**src/rtl/alu_defs.sv**
```systemverilog
// rtl/alu_defs.sv - shared op and state encodings for the ALU op sequencer
// Purpose: 3-bit ALU op codes, which double as the result mux select, and the
//          sequencer state encoding.
// Ports:   none (package).
package alu_defs;

   localparam logic [2:0] ALU_OP_ADD = 3'b000;
   localparam logic [2:0] ALU_OP_SUB = 3'b001;
   localparam logic [2:0] ALU_OP_AND = 3'b010;
   localparam logic [2:0] ALU_OP_OR  = 3'b011;
   localparam logic [2:0] ALU_OP_XOR = 3'b100;
   localparam logic [2:0] ALU_OP_NOT = 3'b101;
   localparam logic [2:0] ALU_OP_SHL = 3'b110;
   localparam logic [2:0] ALU_OP_SHR = 3'b111;

   typedef enum logic [1:0] {
      ST_IDLE  = 2'd0,
      ST_EXEC  = 2'd1,
      ST_SHIFT = 2'd2,
      ST_DONE  = 2'd3
   } state_t;

endpackage

```
**src/rtl/alu_shift_unit.sv**
```systemverilog
// rtl/alu_shift_unit.sv - loadable 1-bit-per-clock shift register with sticky overflow
// Purpose: holds the operand being shifted; every enabled clock shifts one bit
//          (zero fill) and ORs the bit falling off the end into a sticky flag.
// Ports:   clock_i, clear_i (sync active-high), load_i/load_data_i (load operand,
//          clear sticky), shift_en_i, dir_right_i (1 = shr, 0 = shl),
//          data_next_o/sticky_next_o (value the register takes at the next edge).
module alu_shift_unit #(
   parameter int WIDTH = 8
) (
   input  logic             clock_i,
   input  logic             clear_i,
   input  logic             load_i,
   input  logic [WIDTH-1:0] load_data_i,
   input  logic             shift_en_i,
   input  logic             dir_right_i,
   output logic [WIDTH-1:0] data_next_o,
   output logic             sticky_next_o
);

   logic [WIDTH-1:0] data_q, data_d;
   logic             sticky_q, sticky_d;

   always_comb begin
      data_d   = data_q;
      sticky_d = sticky_q;
      if (load_i) begin
         data_d   = load_data_i;
         sticky_d = 1'b0;
      end else if (shift_en_i) begin
         if (dir_right_i) begin
            data_d   = {1'b0, data_q[WIDTH-1:1]};
            sticky_d = sticky_q | data_q[0];
         end else begin
            data_d   = {data_q[WIDTH-2:0], 1'b0};
            sticky_d = sticky_q | data_q[WIDTH-1];
         end
      end
   end

   always_ff @(posedge clock_i) begin
      if (clear_i) begin
         data_q   <= '0;
         sticky_q <= 1'b0;
      end else begin
         data_q   <= data_d;
         sticky_q <= sticky_d;
      end
   end

   // The sequencer captures the result on the same edge as the final shift.
   assign data_next_o   = data_d;
   assign sticky_next_o = sticky_d;

endmodule

```
**src/rtl/alu_op_sequencer.sv**
```systemverilog
// rtl/alu_op_sequencer.sv - sequences one 8-bit ALU operation per request/response handshake
// Purpose: accepts a request in IDLE, executes add/sub/logic/not in one clock or
//          shl/shr one bit per clock, then holds the response until consumed.
// Ports:   clock, clear (sync active-high); req_valid/req_ready/req_op/req_a/
//          req_b/req_cin request channel; rsp_valid/rsp_ready/rsp_result/rsp_ovf
//          response channel; busy (not IDLE).
//          Build option ALU_FLAGS_EN adds rsp_zero and rsp_neg result flags.
module alu_op_sequencer
   import alu_defs::*;
#(
   parameter int WIDTH   = 8,
   parameter int SHAMT_W = 3
) (
   input  logic             clock,
   input  logic             clear,
   input  logic             req_valid,
   output logic             req_ready,
   input  logic [2:0]       req_op,
   input  logic [WIDTH-1:0] req_a,
   input  logic [WIDTH-1:0] req_b,
   input  logic             req_cin,
   output logic             rsp_valid,
   input  logic             rsp_ready,
   output logic [WIDTH-1:0] rsp_result,
   output logic             rsp_ovf,
`ifdef ALU_FLAGS_EN
   output logic             rsp_zero,
   output logic             rsp_neg,
`endif
   output logic             busy
);

   state_t             state_q;
   logic [2:0]         op_q;
   logic [WIDTH-1:0]   a_q, b_q;
   logic               cin_q;
   logic [SHAMT_W-1:0] cnt_q;
   logic               req_ready_q, busy_q, rsp_valid_q, ovf_q;
   logic [WIDTH-1:0]   result_q;

   logic               accept, req_is_shift, start_shift;
   logic [SHAMT_W-1:0] req_amt;
   logic [WIDTH:0]     wide;
   logic [WIDTH-1:0]   exec_result, shift_next, fin_result;
   logic               exec_ovf, sticky_next, fin_ovf, finish;

   assign accept       = req_valid && req_ready_q;
   assign req_amt      = req_b[SHAMT_W-1:0];
   assign req_is_shift = (req_op == ALU_OP_SHL) || (req_op == ALU_OP_SHR);
   assign start_shift  = accept && req_is_shift && (req_amt != '0);

   alu_shift_unit #(.WIDTH(WIDTH)) u_shift (
      .clock_i      (clock),
      .clear_i      (clear),
      .load_i       (start_shift),
      .load_data_i  (req_a),
      .shift_en_i   (state_q == ST_SHIFT),
      .dir_right_i  (op_q == ALU_OP_SHR),
      .data_next_o  (shift_next),
      .sticky_next_o(sticky_next)
   );

   // Single-cycle ops; carry/borrow come from the extra top bit of the widened sum.
   always_comb begin
      wide        = '0;
      exec_result = '0;
      exec_ovf    = 1'b0;
      case (op_q)
         ALU_OP_ADD: begin
            wide        = {1'b0, a_q} + {1'b0, b_q} + {{WIDTH{1'b0}}, cin_q};
            exec_result = wide[WIDTH-1:0];
            exec_ovf    = wide[WIDTH];
         end
         ALU_OP_SUB: begin
            wide        = {1'b0, a_q} - {1'b0, b_q};
            exec_result = wide[WIDTH-1:0];
            exec_ovf    = wide[WIDTH];
         end
         ALU_OP_AND: exec_result = a_q & b_q;
         ALU_OP_OR:  exec_result = a_q | b_q;
         ALU_OP_XOR: exec_result = a_q ^ b_q;
         ALU_OP_NOT: exec_result = ~a_q;
         default:    exec_result = a_q;  // shl/shr by zero pass A through
      endcase
   end

   assign finish     = (state_q == ST_EXEC) ||
                       ((state_q == ST_SHIFT) && (cnt_q == SHAMT_W'(1)));
   assign fin_result = (state_q == ST_SHIFT) ? shift_next  : exec_result;
   assign fin_ovf    = (state_q == ST_SHIFT) ? sticky_next : exec_ovf;

`ifdef ALU_FLAGS_EN
   logic zero_q, neg_q;

   always_ff @(posedge clock) begin
      if (clear) begin
         zero_q <= 1'b0;
         neg_q  <= 1'b0;
      end else if (finish) begin
         zero_q <= (fin_result == '0);
         neg_q  <= fin_result[WIDTH-1];
      end
   end

   assign rsp_zero = zero_q;
   assign rsp_neg  = neg_q;
`endif

   always_ff @(posedge clock) begin
      if (clear) begin
         state_q     <= ST_IDLE;
         op_q        <= ALU_OP_ADD;
         a_q         <= '0;
         b_q         <= '0;
         cin_q       <= 1'b0;
         cnt_q       <= '0;
         req_ready_q <= 1'b1;
         busy_q      <= 1'b0;
         rsp_valid_q <= 1'b0;
         result_q    <= '0;
         ovf_q       <= 1'b0;
      end else begin
         case (state_q)
            ST_IDLE: begin
               if (accept) begin
                  op_q        <= req_op;
                  a_q         <= req_a;
                  b_q         <= req_b;
                  cin_q       <= req_cin;
                  cnt_q       <= req_amt;
                  req_ready_q <= 1'b0;
                  busy_q      <= 1'b1;
                  state_q     <= start_shift ? ST_SHIFT : ST_EXEC;
               end
            end
            ST_EXEC, ST_SHIFT: begin
               cnt_q <= cnt_q - SHAMT_W'(1);
               if (finish) begin
                  result_q    <= fin_result;
                  ovf_q       <= fin_ovf;
                  rsp_valid_q <= 1'b1;
                  state_q     <= ST_DONE;
               end
            end
            ST_DONE: begin
               if (rsp_ready) begin
                  rsp_valid_q <= 1'b0;
                  busy_q      <= 1'b0;
                  req_ready_q <= 1'b1;
                  state_q     <= ST_IDLE;
               end
            end
            default: state_q <= ST_IDLE;
         endcase
      end
   end

   assign req_ready  = req_ready_q;
   assign busy       = busy_q;
   assign rsp_valid  = rsp_valid_q;
   assign rsp_result = result_q;
   assign rsp_ovf    = ovf_q;

endmodule

```
**config.mk**
```make
export PLATFORM = sky130hd
export DESIGN_NAME = alu_op_sequencer
export DESIGN_NICKNAME = d
export VERILOG_FILES = /design/src/rtl/alu_defs.sv /design/src/rtl/alu_shift_unit.sv /design/src/rtl/alu_op_sequencer.sv
export SDC_FILE = /design/constraint.sdc
export NUM_CORES = 1
export LEC_CHECK = 0
export ABC_CLOCK_PERIOD_IN_PS = 4019
export CAP_MARGIN = 30
export CORE_MARGIN = 3
export CORE_UTILIZATION = 61
export DETAILED_ROUTE_END_ITERATION = 8
export MAX_ROUTING_LAYER = met4
export PLACE_DENSITY = 0.92
export REMOVE_ABC_BUFFERS = 1
export SYNTH_ARGS = -nofsm -noshare
export SYNTH_HDL_FRONTEND = slang
export SYNTH_SLANG_ARGS = --single-unit
```
**constraint.sdc**
```tcl
create_clock -name clock -period 4.02 [get_ports clock]
set_input_delay 0.402 -clock clock [delete_from_list [all_inputs] [get_ports clock]]
set_output_delay 0.402 -clock clock [all_outputs]
set_load 0.005 [all_outputs]
```
# Word-level counts from Yosys, hierarchy flattened

Cells that the tools add are included.

Bits in registers: 46
Output and inout port bits: 12
Word-level logic and storage cells: 82

$add $sub $neg: 4
Equality and inequality tests: 15
Multiplexer cells: 25
Bitwise gates (word level): 6
Reductions and logical operators: 19

Operators with widths:

| operator                                                         | count |
|---|---|
| 8-bit case mux with 6 select lines                               | 1 |
| 8-bit two-way mux                                                | 4 |
| 3-bit == test (second input constant)                            | 5 |
| 8-bit by 8-bit adder with 9-bit output                           | 1 |
| 9-bit by 1-bit adder with 9-bit output                           | 1 |
| 1-bit two-way mux                                                | 9 |
| 3-bit AND reduction                                              | 3 |
| 8-bit by 8-bit subtractor with 9-bit output                      | 1 |
| 8-bit AND                                                        | 1 |
| 2-bit two-way mux                                                | 4 |
| 8-bit NOT                                                        | 1 |
| 8-bit OR                                                         | 1 |
| 1-bit case mux with 2 select lines                               | 4 |
| 8-bit bitwise XOR                                                | 1 |
| 3-bit by 1-bit == test with 1-bit output (second input constant) | 2 |
| 3-bit by 2-bit == test with 1-bit output (second input constant) | 2 |
| 2-bit != test (second input constant)                            | 3 |
| 2-bit case mux with 3 select lines                               | 1 |
| 3-bit case mux with 2 select lines                               | 1 |
| 2-bit AND reduction                                              | 3 |
| 2-bit nonzero test                                               | 3 |
| 2-bit == test (second input constant)                            | 2 |
| 1-bit logical AND                                                | 4 |
| 3-bit logical NOT                                                | 1 |
| 8 further kinds                                                  | 10 |

# Depth between registers and ports, before layout

Gate-level depths: netlist (run 1).

Word-level depth: 7
Depth in mapped cells: 10
Gate-level depth less buffers: 10

# Hierarchy

From an unflattened synthesis (run 1), not the netlist that was laid out.

Cell total of the unflattened synthesis: 462
Area, all modules: 3681.0 um2

By module, submodules not included:

| module           | times used | cells each | area an instance (um2) |
|---|---|---|---|
| alu_op_sequencer | 1          | 393        | 3009.1 |
| alu_shift_unit   | 1          | 69         | 671.9 |

# Least setup slack after synthesis (run 1)

OpenSTA, ideal clock, no wires.

Path kind: register -> register
Start point: register a_q[0]
End point: register result_q[1] (netlist: rsp_result[1])
Library setup time: 91 ps
Arrival time: 2067 ps
Data required time: 3929 ps
Slack: 1862 ps
Cell stages (with the launch flop): 9
Path buffers: 0
Path through: dfxtp_1 fa_1 inv_1 fa_1 inv_1 mux4_2 nor2_1 a311o_1 a311oi_1

Cells in the longest elaborated chain, start to end: 4
Elaborated cells between the ends (all ways): 5
Classes of those cells: 3 x add/sub; 2 x mux

RTL lines:

| element                                | line                    | source |
|---|---|---|
| start: declaration                     | alu_op_sequencer.sv:35  | `logic [WIDTH-1:0] a_q, b_q;` |
| start signal: assignment               | alu_op_sequencer.sv:127 | `a_q <= req_a;` |
| 8-bit by 8-bit adder with 9-bit output | alu_op_sequencer.sv:70  | `wide = {1'b0, a_q} + {1'b0, b_q} + {{WIDTH{1'b0}}, cin_q};` |
| 9-bit by 1-bit adder with 9-bit output | alu_op_sequencer.sv:70  |  |
| 8-bit case mux with 6 select lines *   | alu_op_sequencer.sv:68  | `case (op_q)` |
| 8-bit two-way mux *                    | alu_op_sequencer.sv:89  | `assign fin_result = (state_q == ST_SHIFT) ? shift_next : exec_result;` |
| end signal: assignment                 | alu_op_sequencer.sv:139 | `result_q <= fin_result;` |
| end: declaration                       | alu_op_sequencer.sv:39  | `logic [WIDTH-1:0] result_q;` |

Every way passes the cells marked *; elsewhere a longest branch is shown, timed or not.
A chain may end at the register's enable or synchronous reset.

# Final worst setup path (run 1)

Start point: register a_q[0]
End point: register result_q[6] (netlist: rsp_result[6])

The elaborated chain is that of the path after synthesis.

==> results.json, run 1 <==
{
  "status": "completed",
  "topRoutingLayerUsed": "met4",
  "dp_hpwl_mm": 6.35,
  "cts_hold_buf": 0,
  "synth_cells": 472,
  "path_cells": "inv_1 -> ha_1 -> inv_1 -> fa_1 -> nand2b_1 -> a21oi_1 -> a221oi_2 -> nor2_1 -> a2111oi_0 -> nor4_1",
  "io_pins": 36,
  "io_buffers": 35,
  "htree_levels": 2,
  "synth-seq-cells": 46,
  "cap_violations": 0,
  "synthFlopType": "dfxtp_1",
  "antenna_found_initial": 0,
  "globalplace.congestion": 0.936,
  "grt_pass1_wl_mm": 14.8,
  "gr-total-overflow": 0,
  "core_um2": 5570,
  "rows": 27,
  "post_cts_buffers": 0,
  "syn-cell-area_um2": 3560,
  "worstPathRequired_ns": 4.19,
  "skew_ns": 0.0144,
  "critPathMaxStageDelay_ns": 0.45,
  "grt_pass1_vias": 3150,
  "synth.most_common_cell": "nand2_1",
  "syn_avg_cell_area_um2": 7.54,
  "cts_resized": 0,
  "final_util_pct": 71.2,
  "ys_top_cells_by_count": "nand2_1 (74), a21oi_1 (57), nor2_1 (52), dfxtp_1 (46), inv_1 (34)",
  "power_density_nw_per_um2": 553,
  "cts_made_buffers": 5,
  "path_class": "reg2reg",
  "drtIter0Drc": 358,
  "synth-edff-count": 0,
  "drtAntennaViolNets": 0,
  "die_x_um": 82.4,
  "yosysWarnings": 0,
  "synth_top_cell_area_share_pct": 25.9,
  "cp_max_fo": 5,
  "synth-async-reset-ratio_pct": 0,
  "met3_length_um": 882,
  "ys_types": 66,
  "finalWirelength_mm": 9.21,
  "dieHeight_um": 82.4,
  "drive_gt1_share_pct": 6.34,
  "worstPathArrival_ns": 2.69,
  "setup_tns_ns": 0,
  "num_vias": 3485,
  "via_per_inst": 6.21,
  "finalCriticalPeriod_ns": 2.53,
  "hold_viol": 0,
  "remaining_drc_errors": 0,
  "clkLatencyLatePin_ns": 0.31,
  "worst_pin_slew_ns": 0.950,
  "wl_per_cell_um": 16.4,
  "setup_violations": 0,
  "nets": 547,
  "cts.clk_slew.worst_paths_ns": 0.10,
  "cpMaxStageDelayCell": "a2111oi_0",
  "relSlewSlack_pct": 36.6,
  "dr.pass1.iters": 6,
  "peakVddDrop_v": 0.000469,
  "slew_viol_final": 0,
  "fill_cells": 429,
  "n_antenna_cell": 0,
  "areaGrowthSynthToFinish_pct": 11.5,
  "cts_tree": "yes",
  "start_kind": "flop",
  "clock-root-buffer": "clkbuf_8",
  "die_area_um2": 6790,
  "clock-sinks": 46,
  "fmax_ghz": 0.396,
  "finalCritPeriodShare_pct": 62.9,
  "path_common_cell": "inv_1",
  "grt_usage_pct": 28.9,
  "initial_core_util_pct": 63.8,
  "met1_length_mm": 3.76,
  "end_kind": "flop",
  "synth.top_cells.by_area": "dfxtp_1 (26%), ha_1 (11%), a21oi_1 (8.0%), nand2_1 (7.8%), nor2_1 (5.5%)",
  "grt_max_degree": 35,
  "yosysTopAreaCell": "dfxtp_1",
  "yosysSeqAreaShare_pct": 25.9,
  "cts.path.max_buffers": 2,
  "rsz0062_at_grt": "no",
  "hold_class": "reg2reg",
  "route.met2.wl_mm": 4.25,
  "leakage_nw": 1.55
}
power breakdown:
part	switching, mW	internal, mW
Clock	0.170	0.186
Combinational	0.704	0.481
Sequential	0.100	0.553
sequential cells by signal, indices dropped and copies added (netlist names), 2 cells and up:
name / cells
cnt_q: 3
rsp_result: 8
state_q: 2
u_shift.data_q: 8
op_q: 3
b_q: 8
a_q: 8
path summary, 6_finish.rpt:
path	from	end	slack, ns	cells past startpoint
hold / removal	rsp_ovf	rsp_ovf	0.46	2
hold reg to reg	rsp_ovf	rsp_ovf	0.46	2
setup / recovery	a_q[0]	rsp_result[6]	1.49	10
setup reg to reg	a_q[0]	rsp_result[6]	1.49	10
cell families (layout without fill, tap and decap cells):
| family | count (synthesis) | after routing | synth area share, % |
|---|---|---|---|
| xor gates and xnor gates | 5 | 5 | 1.23 |
| DFF | 46 | 46 | 25.9 |
| AOI/OAI and AO/OA | 133 | 133 | 24.2 |
| and+or+nand+nor | 171 | 171 | 21.7 |
| muxes | 15 | 15 | 4.96 |
| adders and majority gates | 35 | 35 | 12.9 |
| buffers and inverters | 67 | 84 | 9.07 |
per-stage QoR:
stage / cell area, µm² / power [mW] / hold slack (ns) / cells / setup WS, ns
5_1_grt: 3970 / 2.35 / 0.497 / 561 / 1.28
4_1_cts: 3970 / 2.17 / 0.461 / 561 / 1.56
3_5_place_dp: 3860 / 1.81 / 0.451 / 553 / 1.57
3_3_place_gp: 3860 / 1.76 / 0.448 / 553 / 1.68
6_report: 3970 / 2.19 / 0.460 / 561 / 1.49
2_1_floorplan: 3360 / 1.47 / 0.443 / 439 / 1.83
cells in the final DEF (no fill, tap or decap), types with 3 or more instances in the layout:
master | synthesis | layout
ha_1 | 32 | 32
o211ai_1 | 5 | 5
nor2_1 | 52 | 52
a221o_1 | 3 | 3
fa_1 | 3 | 3
a21o_1 | 4 | 4
nand2b_1 | 5 | 5
nor3_1 | 8 | 8
a211oi_1 | 10 | 10
clkdlybuf4s50_1 | 0 | 35
buf_4 | 8 | 7
o21ai_0 | 18 | 18
a31oi_1 | 4 | 4
inv_1 | 34 | 34
a21oi_1 | 57 | 57
nand2_1 | 74 | 74
xnor2_1 | 3 | 3
mux2i_1 | 12 | 12
clkbuf_8 | 0 | 5
nand3_1 | 9 | 9
nor3b_1 | 3 | 3
dfxtp_1 | 46 | 46
nor2b_1 | 3 | 3
a311oi_1 | 3 | 3
layer usage:
layer | global-route usage (%) | up-vias
met5 | - | -
met4 | 13.1 | 0
met3 | 5.42 | 35
met2 | 44.9 | 198
met1 | 36.3 | 1581
li1 | - | 1671
final cells by class:
type / instances / area, µm² / area share [%]
flip-flops and latches: 46 / 921 / 23.2
inverters: 34 / 128 / 3.22
repair buffers: 42 / 403 / 10.2
multi-input cells: 359 / 2310 / 58.4
clock inverters: 2 / 37.5 / 0.946
clock buffers: 6 / 72.6 / 1.83
well taps: 72 / 90.1 / 2.27
critical path: cells and delay by family (launching register included):
family | cells | cell delay [ns]
AO/OA/AOI/OAI | 3 | 0.93
adder cells (fa/ha/maj) | 2 | 0.62
flip-flops | 1 | 0.36
AND/OR/NAND/NOR | 3 | 0.28
buffers and inverters | 2 | 0.19
Power figures use the tool's default switching activity.
==> run 2, diff against run 1 <==
--- a/config.mk
+++ b/config.mk
@@ -5,13 +5,13 @@
 export SDC_FILE = /design/constraint.sdc
 export NUM_CORES = 1
 export LEC_CHECK = 0
-export ABC_CLOCK_PERIOD_IN_PS = 4019
+export ABC_CLOCK_PERIOD_IN_PS = 2600
 export CAP_MARGIN = 30
 export CORE_MARGIN = 3
-export CORE_UTILIZATION = 61
+export CORE_UTILIZATION = 58
 export DETAILED_ROUTE_END_ITERATION = 8
 export MAX_ROUTING_LAYER = met4
-export PLACE_DENSITY = 0.92
+export PLACE_DENSITY = 0.88
 export REMOVE_ABC_BUFFERS = 1
 export SYNTH_ARGS = -nofsm -noshare
 export SYNTH_HDL_FRONTEND = slang
==> constraint.sdc (replaced) <==
create_clock -name clock -period 2.6 [get_ports clock]
set_input_delay 0.26 -clock clock [delete_from_list [all_inputs] [get_ports clock]]
set_output_delay 0.26 -clock clock [all_outputs]
set_load 0.005 [all_outputs]
==> run 2 against run 1 <==
Clock-buffer cell count unchanged; highest routed layer unchanged; wire length grew 2.9%; first-iteration DRC count down 20%; critical endpoint unchanged; combinational power rose by 59%; sequential share of layout area fell by 0.42 points; final cell count rose by 1.4%; clock skew shrank 0.0054 ns; power is 57% higher; cell area up 1.9%; worst setup slack got worse by 1.3 ns; fmax up 5.1%; die area rose by 4.8%.
==> results.json, run 2 (same netlist as run 1, synthesis figures left out) <==
{
  "gr-total-overflow": 0,
  "rsz0062_at_grt": "no",
  "fmax_ghz": 0.416,
  "cts_tree": "yes",
  "power_density_nw_per_um2": 855,
  "path_common_cell": "fa_1",
  "finalCriticalPeriod_ns": 2.40,
  "cts.clk_slew.worst_paths_ns": 0.09,
  "setup_violations": 0,
  "dieHeight_um": 84.3,
  "drive_gt1_share_pct": 7.85,
  "end_kind": "flop",
  "die_x_um": 84.3,
  "worst_pin_slew_ns": 0.809,
  "use_met2_pct": 45.6,
  "cap_violations": 0,
  "clkLatencyLatePin_ns": 0.31,
  "nets": 555,
  "io_buffers": 35,
  "mostFrequentLayoutCell": "nand2_1",
  "antenna_found_initial": 0,
  "start_kind": "flop",
  "leakage_nw": 1.59,
  "reg2reg_depth": 9,
  "cts_made_buffers": 5,
  "remaining_drc_errors": 0,
  "clock-root-buffer": "clkbuf_8",
  "initial_core_util_pct": 62.3,
  "hold_class": "reg2reg",
  "use_met3_pct": 5.69,
  "core_um2": 5710,
  "cp_max_fo": 5,
  "p_switching_mw": 1.53,
  "fin_area_um2": 4040,
  "worstPathArrival_ns": 2.56,
  "cts.path.max_buffers": 2,
  "drtAntennaViolNets": 0,
  "peakVddDrop_v": 0.000659,
  "layout_common_cells": "nand2_1 (74), a21oi_1 (57), nor2_1 (52)",
  "critPathMaxStageDelay_ns": 0.49,
  "worst_slack_ns": 0.196,
  "status": "completed",
  "finalWirelength_mm": 9.48,
  "dp_hpwl_mm": 6.83,
  "place_worst_setup_slack_ns": 0.258,
  "pwr-share-seq_pct": 29.5,
  "clock-sinks": 46,
  "wl_per_cell_um": 16.7,
  "areaGrowthSynthToFinish_pct": 13.5,
  "grt_max_degree": 25,
  "finalCritPeriodShare_pct": 92.5,
  "hold_viol": 0,
  "rows": 27,
  "whs_path_depth": 2,
  "n_antenna_cell": 0,
  "grt_usage_pct": 28.3,
  "slew_viol_final": 0,
  "internal-power_mw": 1.92,
  "setup_tns_ns": 0,
  "cts_hold_buf": 0,
  "grt_pass1_vias": 3459,
  "p_sw_share_pct": 44.3,
  "path_cells": "fa_1 -> inv_1 -> fa_1 -> nand2b_1 -> a21oi_1 -> a31oi_1 -> nor2b_1 -> a2111oi_0 -> nor4_1",
  "via_per_inst": 6.14,
  "io_pins": 36,
  "relSlewSlack_pct": 45.9,
  "grt_util_met1_pct": 35.7,
  "cpMaxStageDelayCell": "fa_1",
  "htree_levels": 2,
  "grt-busiest-layer": "met2",
  "stdcell_count": 569,
  "dr.pass1.iters": 5,
  "p_clk_share_pct": 16.0,
  "post_cts_buffers": 0,
  "skew_ns": 0.00900,
  "worstPathRequired_ns": 2.76,
  "drtIter0Drc": 287,
  "globalplace.congestion": 0.990,
  "die_area_um2": 7110,
  "place_area_um2": 3930,
  "path_class": "reg2reg",
  "final_util_pct": 70.8,
  "num_vias": 3496,
  "place_inst": 561,
  "pwr-share-comb_pct": 54.5,
  "cts_resized": 0,
  "grt_pass1_wl_mm": 16.2
}
## run 2: through the flow
step                      hold slack, ns  total power [mW]
after floorplan                    0.329              2.28
after global placement             0.449              2.78
after detailed placement           0.455              2.86
after CTS                          0.469              3.42
after global routing               0.481              3.72
final                              0.470              3.45
## run 2: worst max-delay path, delay by kind of cell (launching register included)
kind                     cells  cell delay (ns)
flip-flops                   1             0.38
AO/OA/AOI/OAI                3             0.82
buffers and inverters        1             0.09
AND/OR/NAND/NOR              3             0.31
adder cells (fa/ha/maj)      2             0.66
## run 2: power by group through the flow
stage | registers [mW] | logic, mW | clock network [mW]
final | 1.02 | 1.88 | 0.553
after global routing | 1.04 | 2.10 | 0.583
after CTS | 1.01 | 1.85 | 0.556
after detailed placement | 1.03 | 1.83 | 0
after global placement | 1.02 | 1.76 | 0
after floorplan | 1.01 | 1.27 | 0
## run 2: final timing paths
kind | from | end | slack, ns
worst max-delay path | a_q[0] | rsp_result[6] | 0.20
worst min register to register | rsp_ovf | rsp_ovf | 0.47
worst max register to register | a_q[0] | rsp_result[6] | 0.20
worst min-delay path | rsp_ovf | rsp_ovf | 0.47
## run 2: metal layers
metal / wire length, µm / vias up / share of wire (%)
li1: - / 1675 / -
met1: 3870 / 1611 / 41
met2: 4640 / 183 / 49
met3: 769 / 27 / 8.1
met4: 208 / 0 / 2.2
met5: 0 / - / 0
## run 2: cell type report
cell class,instances,area [µm²]
clock inverters,2,37.5
clock buffers,6,72.6
fillers,441,1670
multi-input cells,359,2320
inverters,34,128
repair buffers,50,475
well taps,72,90.1
flip-flops and latches,46,921
